File: src/rtl/icache_fill_controller.sv
// Instruction-cache miss/fill sequencer: lookup, fault reporting, daisy-chain
// bus arbitration, multi-beat line fill and optional next-line prefetch.
module icache_fill_controller #(
    parameter int BEATS    = 4,
    parameter int BEAT_W   = 2,
    parameter bit PREFETCH = 1'b0
) (
    input  logic              clk_i,
    input  logic              reset_i,
    input  logic              read_valid_i,
    output logic              read_ready_o,
    output logic              dp_valid_o,
    input  logic              dp_ready_i,
    output logic              resp_fault_o,
    input  logic              tlb_hit_i,
    input  logic              cache_hit_i,
    input  logic              next_line_hit_i,
    input  logic              next_tlb_hit_i,
    output logic              write_o,
    output logic [BEAT_W-1:0] write_num_o,
    output logic              write_num_src_o,
    output logic              pa_src_o,
    output logic              pa_wr_en_o,
    output logic              req_addr_en_o,
    output logic              mem_req_o,
    input  logic              mem_ready_i,
    input  logic              bus_grant_i,
    output logic              grant_pass_o,
    input  logic              bus_busy_i,
    output logic              busy_out_o
);
    // state   | meaning
    // IDLE    | waiting for a fetch request
    // LOOKUP  | TLB/tag result available for the captured PA
    // ARB     | waiting for daisy-chain grant with the bus free
    // FILL    | bus owned, collecting BEATS beats into the arrays
    // RESP    | hit data or fault presented to fetch
    // PF_ADDR | loading PA+line for the next-line prefetch
    localparam logic [2:0] S_IDLE    = 3'd0;
    localparam logic [2:0] S_LOOKUP  = 3'd1;
    localparam logic [2:0] S_ARB     = 3'd2;
    localparam logic [2:0] S_FILL    = 3'd3;
    localparam logic [2:0] S_RESP    = 3'd4;
    localparam logic [2:0] S_PF_ADDR = 3'd5;

    localparam logic [BEAT_W-1:0] LAST_BEAT = BEAT_W'(BEATS - 1);

    logic [2:0]        state_q, state_d;
    logic              pf_q, pf_d;
    logic              fault_q, fault_d;
    logic [BEAT_W-1:0] cnt_q, cnt_d;

    always_ff @(posedge clk_i) begin
        if (reset_i) begin
            state_q <= S_IDLE;
            pf_q    <= 1'b0;
            fault_q <= 1'b0;
            cnt_q   <= '0;
        end else begin
            state_q <= state_d;
            pf_q    <= pf_d;
            fault_q <= fault_d;
            cnt_q   <= cnt_d;
        end
    end

    always_comb begin
        state_d = state_q;
        pf_d    = pf_q;
        fault_d = fault_q;
        cnt_d   = cnt_q;
        case (state_q)
            S_IDLE: begin
                if (read_valid_i) state_d = S_LOOKUP;
            end
            S_LOOKUP: begin
                if (!tlb_hit_i) begin
                    fault_d = 1'b1;
                    state_d = S_RESP;
                end else if (cache_hit_i) begin
                    state_d = S_RESP;
                end else begin
                    cnt_d   = '0;
                    pf_d    = 1'b0;
                    state_d = S_ARB;
                end
            end
            S_ARB: begin
                if (bus_grant_i && !bus_busy_i) state_d = S_FILL;
            end
            S_FILL: begin
                if (mem_ready_i) begin
                    cnt_d = (cnt_q == LAST_BEAT) ? '0 : cnt_q + BEAT_W'(1);
                    if (cnt_q == LAST_BEAT) state_d = pf_q ? S_IDLE : S_RESP;
                end
            end
            S_RESP: begin
                if (dp_ready_i) begin
                    fault_d = 1'b0;
                    // prefetch only after a clean demand response whose next line misses but translates
                    if (PREFETCH && !fault_q && !next_line_hit_i && next_tlb_hit_i)
                        state_d = S_PF_ADDR;
                    else
                        state_d = S_IDLE;
                end
            end
            S_PF_ADDR: begin
                pf_d    = 1'b1;
                cnt_d   = '0;
                state_d = S_ARB;
            end
            default: state_d = S_IDLE;
        endcase
    end

    always_comb begin
        read_ready_o    = 1'b0;
        dp_valid_o      = 1'b0;
        resp_fault_o    = 1'b0;
        write_o         = 1'b0;
        write_num_o     = '0;
        write_num_src_o = 1'b0;
        pa_src_o        = 1'b0;
        pa_wr_en_o      = 1'b0;
        req_addr_en_o   = 1'b0;
        mem_req_o       = 1'b0;
        grant_pass_o    = 1'b0;
        busy_out_o      = 1'b0;
        if (!reset_i) begin
            case (state_q)
                S_IDLE: begin
                    read_ready_o = 1'b1;
                    pa_wr_en_o   = read_valid_i;
                    grant_pass_o = bus_grant_i;
                end
                S_LOOKUP: grant_pass_o = bus_grant_i;
                S_ARB: begin
                    req_addr_en_o = bus_grant_i & ~bus_busy_i;
                    grant_pass_o  = bus_grant_i & bus_busy_i;
                end
                S_FILL: begin
                    busy_out_o      = 1'b1;
                    mem_req_o       = 1'b1;
                    write_num_src_o = 1'b1;
                    write_num_o     = cnt_q;
                    write_o         = mem_ready_i;
                end
                S_RESP: begin
                    dp_valid_o   = 1'b1;
                    resp_fault_o = fault_q;
                    grant_pass_o = bus_grant_i;
                end
                S_PF_ADDR: begin
                    pa_wr_en_o   = 1'b1;
                    pa_src_o     = 1'b1;
                    grant_pass_o = bus_grant_i;
                end
                default: ;
            endcase
        end
    end
endmodule

File: config.mk
export PLATFORM = sky130hd
export DESIGN_NAME = icache_fill_controller
export DESIGN_NICKNAME = d
export VERILOG_FILES = /design/src/rtl/icache_fill_controller.sv
export SDC_FILE = /design/constraint.sdc
export NUM_CORES = 1
export LEC_CHECK = 0
export ABC_CLOCK_PERIOD_IN_PS = 1600
export CORE_AREA = 3 3 40 42
export DETAILED_ROUTE_END_ITERATION = 10
export DIE_AREA = 0 0 43 45
export DONT_BUFFER_PORTS = 1
export PLACE_DENSITY = 0.63
export SLEW_MARGIN = 20
export SYNTH_ARGS = -nofsm -noshare
export SYNTH_HDL_FRONTEND = slang
export SYNTH_SLANG_ARGS = --single-unit
File: constraint.sdc
create_clock -name clk_i -period 1.6 [get_ports clk_i]
set_input_delay 0.08 -clock clk_i [delete_from_list [all_inputs] [get_ports clk_i]]
set_output_delay 0.08 -clock clk_i [all_outputs]
set_load 0.02 [all_outputs]
# Word level (Yosys, flattened, before mapping)
# Cells that the tools add are included.
dict set report word_totals {
  regBits 7
  latchBits 0
  ramBits 0
  mem_bits_ro 0
  memories 0
}
dict set report classes {
  add_sub_neg 1
  mul 0
  n_div 0
  n_lt_le_gt_ge 0
  n_eq_ne 14
  shifts 0
  muxes 40
  n_bitwise 3
  reduce_logical 11
}
# op count
set ops {}
lappend ops {{$mux 3} 8}
lappend ops {{$mux 1} 20}
lappend ops {{$pmux 3 s6} 1}
lappend ops {{$ne 2x2->1 const B} 8}
lappend ops {{$mux 2} 6}
lappend ops {{$pmux 1 s2} 4}
lappend ops {{$eq 3x2->1 const B} 2}
lappend ops {{$eq 3x3->1 const B} 2}
lappend ops {{$pmux 2 s3} 1}
lappend ops {{$reduce_and 3->1} 2}
lappend ops {{$reduce_and 5->1} 1}
lappend ops {{$reduce_and 4->1} 1}
lappend ops {{$reduce_bool 2->1} 2}
lappend ops {{$reduce_or 4->1} 1}
lappend ops {{$eq 3x1->1 const B} 1}
lappend ops {{$logic_not 3->1} 1}
lappend ops {{$reduce_bool 3->1} 1}
lappend ops {{$add 2x1->2 const B} 1}
lappend ops {{$and 1x1->1} 2}
lappend ops {{$eq 2x2->1 const B} 1}
lappend ops {{$logic_and 1x1->1} 1}
lappend ops {{$logic_not 1->1} 1}
lappend ops {{$not 1->1} 1}

# Logic depth before layout (Yosys ltp)
# Gate-level depths: netlist of the first run.
dict set report depth {
  word_depth 4
  ltp_mapped 5
}

# Least setup slack after synthesis of the first run
# Ideal clock, no wire load.
dict set report synth_timing {
  path_type {register to output}
  start {register state_q[1]}
  end {output port resp_fault_o}
  arrival_ps 1349
  slack_ps 171
  stages_incl_launch_ff 6
  path_cell_list {dfxtp_1 buf_2 buf_2 nor2_1 nand2_1 nor3b_1}
}
dict set report synth_via {
  elab_chain_cells 3
}
# element line
set synth_rtl {}
lappend synth_rtl {{from (decl)} 48} ;# logic [2:0] state_q, state_d;
lappend synth_rtl {{from (signal assigned)} 60} ;# state_q <= state_d;
lappend synth_rtl {{$eq 3x3->1} 130} ;# case (state_q)
lappend synth_rtl {{$mux 1} 130}
lappend synth_rtl {{$mux 1} 129} ;# if (!reset_i) begin
lappend synth_rtl {{to (decl)} 14} ;# output logic resp_fault_o,
# Every way passes these cells.

# Worst setup path after layout of the first run
dict set report layout_timing {
  start {register state_q[2]}
  end {output port pa_wr_en_o}
}
dict set report layout_via {
  elab_chain_cells 3
  word_cells_on_any_way 4
  classes_between {eq/ne (1); mux (2); reduce/logical (1)}
}
# element line
set layout_rtl {}
lappend layout_rtl {{$eq 3x3->1 or $logic_not 3->1 (tied branches)} 130}
lappend layout_rtl {{$pmux 1 s2 *} 130}
lappend layout_rtl {{$mux 1 *} 129}
lappend layout_rtl {{to (decl)} 23} ;# output logic pa_wr_en_o,
# Mark *: on every way between the ends. The rest lies on a longest branch, timed or not.

==> reports/results.txt, run 1 <==
The run gives 0 as the total inserted antenna cells. The cell that appears most often on the critical path is sky130_fd_sc_hd__buf_4. For this design the ratio of total power to cell area is 692 mW/mm2.

The run gives 0.175 as the combinational fraction of design power. The post-route antenna net violation count was 0. The number of placed instances, taps included, is 85. For the pin with the worst max-slew slack, the measured transition is 462 ps.

The post-route met1 wirelength is 512 um. For this design the top-level I/O count stands at 24. Summed over all nets, the switching power comes to 0.000118 W. Walking the worst path, the cells encountered are buf_4, nor2_2, nand2_1, a211oi_1, buf_4.

The leakage dissipation was 0.236 nW; the fill cell total of the finished layout was 127. The total overflow reported by the global router was 0; the count of input and output buffers was 0. The tools report the number of H-tree branching levels as 1. The detailed-route via count was 515. The post-synthesis sequential area ratio is 0.265, and the final wirelength is 1200 um.

Among all stages on the critical path, the largest delay is contributed by sky130_fd_sc_hd__dfxtp_1. The final-stage net count was 89. The logs give 250 ps for the later-pin clock latency in the skew report and 0 ps for the aggregate negative setup slack. After floorplanning, the core was divided into 13 placement rows. Between clock sinks in the finished design, the worst skew comes to 1.15 ps. The largest total area in the synthesized netlist belongs to sky130_fd_sc_hd__dfxtp_1. Wire length on met2: 566 um.

The remaining design rule violation count is 0, and the total global-route track usage is 0.146. In the synthesized netlist, the cells that appear most often are sky130_fd_sc_hd__nand2_1 (9), sky130_fd_sc_hd__dfxtp_1 (7), sky130_fd_sc_hd__nor2_1 (7), sky130_fd_sc_hd__a21oi_1 (5), sky130_fd_sc_hd__nand2b_1 (5). Excluding fillers, the count of instances in the completed layout stands at 91.

Along the worst path, the maximum fanout reaches 5. The startpoint type of the worst setup path was a flip-flop. Sequential group share of total power: 0.442.

The kind of cell with the highest combined delay along the critical path is buffers and inverters. After synthesis, the cell types taking the most area are sky130_fd_sc_hd__dfxtp_1 (26%), sky130_fd_sc_hd__nand2_1 (6.4%), sky130_fd_sc_hd__nand2b_1 (5.9%). The detailed-placement wirelength estimate was 895 um; the data arrival time of the worst path was 1350 ps.

In the routed layout, each cell is associated on average with a via count of 5.66. Most frequent cell after synthesis: sky130_fd_sc_hd__nand2_1. The critical path endpoint category was an output pin. The synthesized cell area is 529 um2, and the max-slew violation total from the final report is 0. TritonCTS built the clock tree. The routed design could run at a clock period as short as 1430 ps. The number of buffers and inverters on the critical path is 2. Share of flip-flops with an asynchronous set or reset: 0.

The wire length of the first global-routing pass is 2100 um, and the maximum ir drop on the vdd rail is 0.377 mV. The highest metal layer carrying signal wires in the routed design is met4. The number of register bits inferred by synthesis works out to 7. The routability-driven placement congestion ratio is 0.752.

The startpoint identified for the worst register-to-register timing path is state_q[1]$_SDFFE_PP0P_. Setup repair after global routing left no endpoint under its margin. Across the run, the number of max-cap violations was 0.

The met3 routed wirelength is 100 um, and the effective utilization at floorplan is 0.412. The power share of the clock group was 0.383; the floorplan die width was 43 um. The fraction of layout cells with a size suffix above 1 works out to 0.250. Critical path launch point: state_q[2]$_SDFFE_PP0P_. The number of antenna violations at the first check in global routing came out at 0. The post-route fraction of the period consumed by the critical path is 0.891, and the clock sink count is 7. Share of the synthesized area in the top cell type: 0.265. Setup violations remaining at the end of the flow were counted as 0.

Number of enable-type register cells in the synthesized netlist: 0. For the design internal power, the log shows 0.000310 W. The worst hold path begins at reset_i.

After clock tree synthesis, the clock-pin slew on the worst setup and hold paths is 50 ps. The y dimension of the die is 45 um, and the share of total power consumed by net switching is 0.276. Dividing the detail-routed wire length by the instance count gives 13.2 um. The fmax came out at 701 MHz. The Yosys step of the flow raised 0 warnings.

The number of global-route vias before repair is 478, and the maximum buffer depth of the clock tree is 2. The floorplan die area is 0.00194 mm2. Synthesis produced 69 cells. The logs give 3 for the number of CTS-inserted buffers and 0 for the total count of hold-check failures in the final report.

The number of buffers inserted to repair setup after CTS came out at 0. In this run the mean area of a mapped cell was 7.67 um2. The count of routing violations after the opening detailed-route iteration came out at 7. The floorplan step defined a core boundary enclosing 0.00128 mm2. Kind of critical path: reg2out.

Area growth from synthesis to layout: 16.8%. Entering global routing, the biggest net connects 14 pins. The worst hold path belongs to the class in2reg. The cell chosen for the clock root was sky130_fd_sc_hd__clkbuf_4. Total power for the finished layout comes to 0.000428 W. The pre-antenna-repair detailed-routing pass consisted of 4 iterations. The run finished with clean final reports. The number of different library cells used by synthesis comes to 33. At the worst endpoint, the required time is 1520 ps. Most common flop cell mapped by yosys: sky130_fd_sc_hd__dfxtp_1. The largest single stage delay on the critical path is 320 ps. Hold is met by 9.10 ps. The number of nets produced by synthesis was 81. The tools report the worst slew margin relative to its limit as 0.693.
## power by group through the flow
stage                     sequential, W  clock, W  combinational, W
after floorplan                0.000185         0         0.0000646
after global placement         0.000192         0         0.0000673
after detailed placement       0.000192         0         0.0000681
after CTS                      0.000188  0.000169         0.0000744
after global routing           0.000191  0.000182         0.0000835
final                          0.000189  0.000164         0.0000749
## metal layers
metal | global-route usage | vias to the layer above
met5 | 0 | -
met4 | 0.0904 | 0
li1 | - | 257
met2 | 0.225 | 23
met1 | 0.161 | 231
met3 | 0.0757 | 4
## repair_timing
action,CTS,global route
endpoints found under the hold margin,5,0
hold buffers,2,0
setup endpoints to repair,1,10
resized for setup,1,3
## registers in the layout, indices dropped and copies added (netlist names)
register / count
cnt_q: 2
fault_q: 1
pf_q: 1
state_q: 3
## worst reg2reg max path, stage by stage, from the launching register on
cell	delay, ps
sky130_fd_sc_hd__dfxtp_2	380
sky130_fd_sc_hd__or4_4	550
sky130_fd_sc_hd__a2111oi_2	320
## path summary, 6_finish.rpt
check                                 end  slack, ps  cells past startpoint
setup reg to reg  state_q[2]$_SDFFE_PP0P_        240                      2
hold reg to reg         pf_q$_SDFFE_PP0P_        480                      2
hold / removal      cnt_q[0]$_SDFFE_PP0P_          9                      2
setup / recovery               pa_wr_en_o        170                      5
## layout make-up
class / instances / area [um2] / share of cell area
Timing Repair Buffer: 10 / 80.1 / 0.130
Clock buffer: 4 / 26.3 / 0.0425
Inverter: 2 / 7.51 / 0.0121
Tap cell: 15 / 18.8 / 0.0304
Multi-Input combinational cell: 53 / 343 / 0.555
Sequential cell: 7 / 143 / 0.231
## placed cells by master, fill, tap and decap left out, drive strengths merged
cell type	count
a2111oi	1
a211oi	1
a21o	1
a21oi	5
a221oi	1
a311oi	2
and2	3
and3	1
and3b	1
and4bb	1
buf	8
clkbuf	4
dfxtp	7
dlygate4sd3	2
ha	1
inv	2
mux2i	2
nand2	9
nand2b	5
nand3	1
nor2	7
nor2b	2
nor3	1
nor3b	1
nor4	2
o211ai	1
o21ai	1
o31ai	1
or3	1
or4	1
## logic make-up after synthesis
logic type,after synthesis,share of synthesized area
and+or+nand+nor,36,0.374
AOI/OAI and AO/OA,14,0.203
buffers and inverters,9,0.0969
DFF,7,0.265
muxes,2,0.0378
adders and majority gates,1,0.0236
## stage by stage
step                worst slack, ps  utilization  area [um2]
finish                          174        0.481         618
global route                   57.0        0.481         618
CTS                            62.4        0.477         613
detailed placement              160        0.439         564
global placement                215        0.439         564
floorplan                       171            -         529
Note: power is estimated with default switching activity, not from simulation.
==> run 2: changes to the inputs <==
--- a/config.mk
+++ b/config.mk
@@ -5,12 +5,13 @@
 export SDC_FILE = /design/constraint.sdc
 export NUM_CORES = 1
 export LEC_CHECK = 0
+export ABC_AREA = 1
 export ABC_CLOCK_PERIOD_IN_PS = 1600
 export CORE_AREA = 3 3 40 42
 export DETAILED_ROUTE_END_ITERATION = 10
 export DIE_AREA = 0 0 43 45
 export DONT_BUFFER_PORTS = 1
-export PLACE_DENSITY = 0.63
+export PLACE_DENSITY = 0.64
 export SLEW_MARGIN = 20
 export SYNTH_ARGS = -nofsm -noshare
 export SYNTH_HDL_FRONTEND = slang
==> run 2 against run 1 <==
Net effect:
- critical path type unchanged
- fmax is 0.67% lower
- sequential share of layout area is 0.29 points lower
- critical endpoint is now grant_pass_o
- first-iteration DRC count is 43% higher
- via count is 10% higher
- cell area is 0.40% higher
- sequential power is 17% higher
- utilization is 0.19 points higher
==> reports/results.txt, run 2 <==
The fmax came out at 696 MHz. By area the synthesized netlist is led by sky130_fd_sc_hd__dfxtp_1 (26%), sky130_fd_sc_hd__nand2_1 (13%), sky130_fd_sc_hd__inv_1 (8.4%). For the finished layout, the period the worst path requires is 1440 ps.

The register with the most flip-flops in the layout has 3 of them. The cell area that synthesis handed to floorplanning was 536 um2. The later pin in the worst-skew pair is clocked with a latency of 250 ps. The logs give 0 ps for the aggregate negative setup slack and 1 for the number of H-tree branching levels. The max-slew violation total from the final report was 0. The run finished with clean final reports. The library cell used most frequently in the layout, excluding fill and tap cells, is sky130_fd_sc_hd__nand2_1. In the routed design, unresolved DRC markers number 0. The post-route fraction of the period consumed by the critical path was 0.897.

The maximum fanout along the worst path was 5; the number of register bits inferred by synthesis was 7. The synthesized design contains 0 enable-type register cells. The area growth from synthesis to layout is 15.9%, and the average cell area after synthesis is 6.23 um2. At the placement stage, the worst setup path has a slack of 314 ps. The cell taking the most area after synthesis was sky130_fd_sc_hd__dfxtp_1.

Power spread over the standard cell area amounts to 913 mW/mm2. Using the TritonRoute via totals, the vias-per-cell ratio works out to 5.16. VDD sags by at most 0.522 mV.

The post-route antenna net violation count was 0; the area fraction in compound gates after synthesis was 0.164. Row generation in the floorplan step produced 13 rows. The worst hold-check path type was in2reg. Setup violations remaining at the end of the flow were counted as 0. Max-cap violations in this run came to 0.

In this run the clock root is driven by a sky130_fd_sc_hd__clkbuf_4. The share of the synthesized area in the top cell type is 0.262. Detailed-placement wirelength estimate: 924 um. The first TritonRoute pass finished after 3 iterations. For this block, the initial DRC count from the detailed router was 10.

The post-synthesis sequential area ratio came out at 0.262. After filler insertion, the fill cell instance count of the layout stands at 137. The synthesized-area fraction occupied by and/or/nand/nor cells was 0.369; the number of global-route vias before repair was 514. The worst setup path is captured at an output pin. Synthesis produced a netlist with a net count of 98. For this block, the routed nets add up to 1210 um of wire. TritonCTS created 3 clock buffers. In the final layout, the registers with the most flip-flops are state_q (3), cnt_q (2). For the number of instances in the synthesized netlist, the log shows 86. The post-route met1 wirelength was 532 um. The total I/O pin count is 24. The Yosys step of the flow raised 0 warnings. The logs give 2.08 ps for the worst setup skew after layout and 0.701 for the worst slew margin relative to its limit. In the layout the commonest cells are sky130_fd_sc_hd__nand2_1 (18), sky130_fd_sc_hd__inv_1 (12), sky130_fd_sc_hd__nor2_1 (11), sky130_fd_sc_hd__buf_4 (9), sky130_fd_sc_hd__dfxtp_1 (6).

Setup repair after global routing left no endpoint under its margin. For the cell count after placement, the log shows 105. Across the whole layout, storage elements account for 141 um2. For this run, the leading register cell type out of synthesis is sky130_fd_sc_hd__dfxtp_1. The total inserted antenna cells is 0. The tools report the maximum buffer depth of the clock tree as 2. Detailed routing inserted a total of 568 vias. The first global-routing pass estimated 2040 um of wire.

The highest metal layer carrying signal wires in the routed design is met4. The floorplan die area is 0.00194 mm2, and the register-to-register setup slack is 380 ps. The pin slew with the least headroom to its limit was 450 ps. Measured along the x axis, the die boundary spans 43 um. The share of the core filled with cells in the final layout was 0.483; the average wire per standard cell was 11.0 um. In the post-synthesis netlist, the cell with the most instances is sky130_fd_sc_hd__nand2_1.

The share of flip-flops with an asynchronous set or reset was 0; the effective utilization at floorplan was 0.417. The met3 routed wirelength is 88 um. The number of antenna violations at the first check in global routing was 0; the y dimension of the die was 45 um. The run gives 7 as the clock sink count.

Adder and majority gate portion of the synthesized area: 0.0234. The worst setup path is launched from a flip-flop. Kind of critical path: reg2out. Clock-pin slew on the worst setup and hold paths: 50 ps.

For the total count of hold-check failures in the final report, the log shows 0. The register bank with the most flops was state_q. The main combinational cell family by area after synthesis was simple AND/OR/NAND/NOR gates. TritonCTS built the clock tree. The wire length on met2 was 569 um; the final critical-path setup slack was 164 ps.

Total global-route track usage: 0.144. The leakage dissipation is 0.301 nW, and the fraction of layout cells with a size suffix above 1 is 0.221. Entering global routing, the biggest net connects 13 pins. The tools report the area of the core region as 0.00128 mm2. The count of input and output buffers was 0. The logs give 621 um2 for the design area and 24 for the number of distinct library cells after synthesis.

For this run, the post-layout net count is 108. The congestion estimate from routability-driven global placement came to 0.839. Parity-gate share of the synthesized area counting xor and xnor cells: 0. The run gives 1360 ps as the data arrival time of the worst path. Once layout is complete, the cells apart from fillers number 110. For this run the aggregate overflow at the end of global routing stands at 0. The tools report the required time of the worst setup path as 1520 ps. By count the netlist is led by sky130_fd_sc_hd__nand2_1 (18), sky130_fd_sc_hd__inv_1 (12), sky130_fd_sc_hd__nor2_1 (11), sky130_fd_sc_hd__dfxtp_1 (7). The post-synthesis mux area share works out to 0. The tools report the instance area at placement as 583 um2.

In the final layout, the multi-input gates occupy 304 um2.
run 2: changes by cell type in the layout (fill, tap and decap cells not counted), moves of 2 or more:
cell,delta
sky130_fd_sc_hd__nor2_1,+6
sky130_fd_sc_hd__o21ai_0,+3
sky130_fd_sc_hd__a311oi_1,-2
sky130_fd_sc_hd__and2_1,-3
sky130_fd_sc_hd__nor2b_1,-2
sky130_fd_sc_hd__nand2b_1,-5
sky130_fd_sc_hd__mux2i_1,-2
sky130_fd_sc_hd__inv_1,+11
sky130_fd_sc_hd__nor4_1,-2
sky130_fd_sc_hd__nand2_1,+9
sky130_fd_sc_hd__nor3_1,+3
sky130_fd_sc_hd__nand3_1,+4
run 2: cell families (layout without fill, tap and decap cells):
| logic type | Yosys count | in the layout |
|---|---|---|
| and+or+nand+nor | 44 | 44 |
| buffers and inverters | 19 | 28 |
| AOI/OAI and AO/OA | 15 | 15 |
| DFF | 7 | 7 |
| adders and majority gates | 1 | 1 |
run 2: power by group:
group	switching (W)	leakage [nW]	total, W	internal [W]
clock network	0.0000677	0.0150	0.000163	0.0000953
registers	0.0000254	0.0575	0.000222	0.000197
logic	0.000113	0.228	0.000181	0.0000689
total	0.000206	0.301	0.000566	0.000361
run 2: area by class of cell:
class | instances | share of cell area
Inverter | 14 | 0.0847
Tap cell | 15 | 0.0302
Clock buffer | 4 | 0.0423
Multi-Input combinational cell | 60 | 0.490
Timing Repair Buffer | 10 | 0.125
Sequential cell | 7 | 0.228
run 2: repair_timing:
| action | in CTS | in global routing |
|---|---|---|
| hold endpoints to repair | 5 | 0 |
| gates resized for setup | 0 | 1 |
| buffers inserted | 0 | 0 |
| setup endpoints to repair | 0 | 5 |
| hold buffers | 1 | 0 |
run 2: worst paths after layout:
| kind | start | endpoint | cells after the start |
|---|---|---|---|
| worst min-delay path | reset_i | cnt_q[0]$_SDFFE_PP0P_ | 3 |
| worst max register to register | state_q[0]$_SDFFE_PP0P_ | state_q[2]$_SDFFE_PP0P_ | 6 |
| worst max-delay path | state_q[0]$_SDFFE_PP0P_ | grant_pass_o | 3 |
| worst min register to register | pf_q$_SDFFE_PP0P_ | pf_q$_SDFFE_PP0P_ | 2 |
run 2: stage by stage:
| stage | hold slack [ps] | total power [W] |
|---|---|---|
| after floorplan | 209 | 0.000371 |
| after detailed placement | 153 | 0.000403 |
| after global routing | 32.2 | 0.000621 |
| after global placement | 151 | 0.000399 |
| after CTS | 14.2 | 0.000576 |
| final | 14.2 | 0.000566 |
run 2: routing by layer:
metal,GRT usage,vias up
met4,0.0542,0
li1,-,293
met1,0.151,256
met3,0.0837,2
met5,0,-
met2,0.240,17
run 2: critical path: stages (launching register included):
cell,delay (ps)
sky130_fd_sc_hd__dfxtp_1,360
sky130_fd_sc_hd__nor2_1,280
sky130_fd_sc_hd__nand2_1,80
sky130_fd_sc_hd__a21oi_1,380
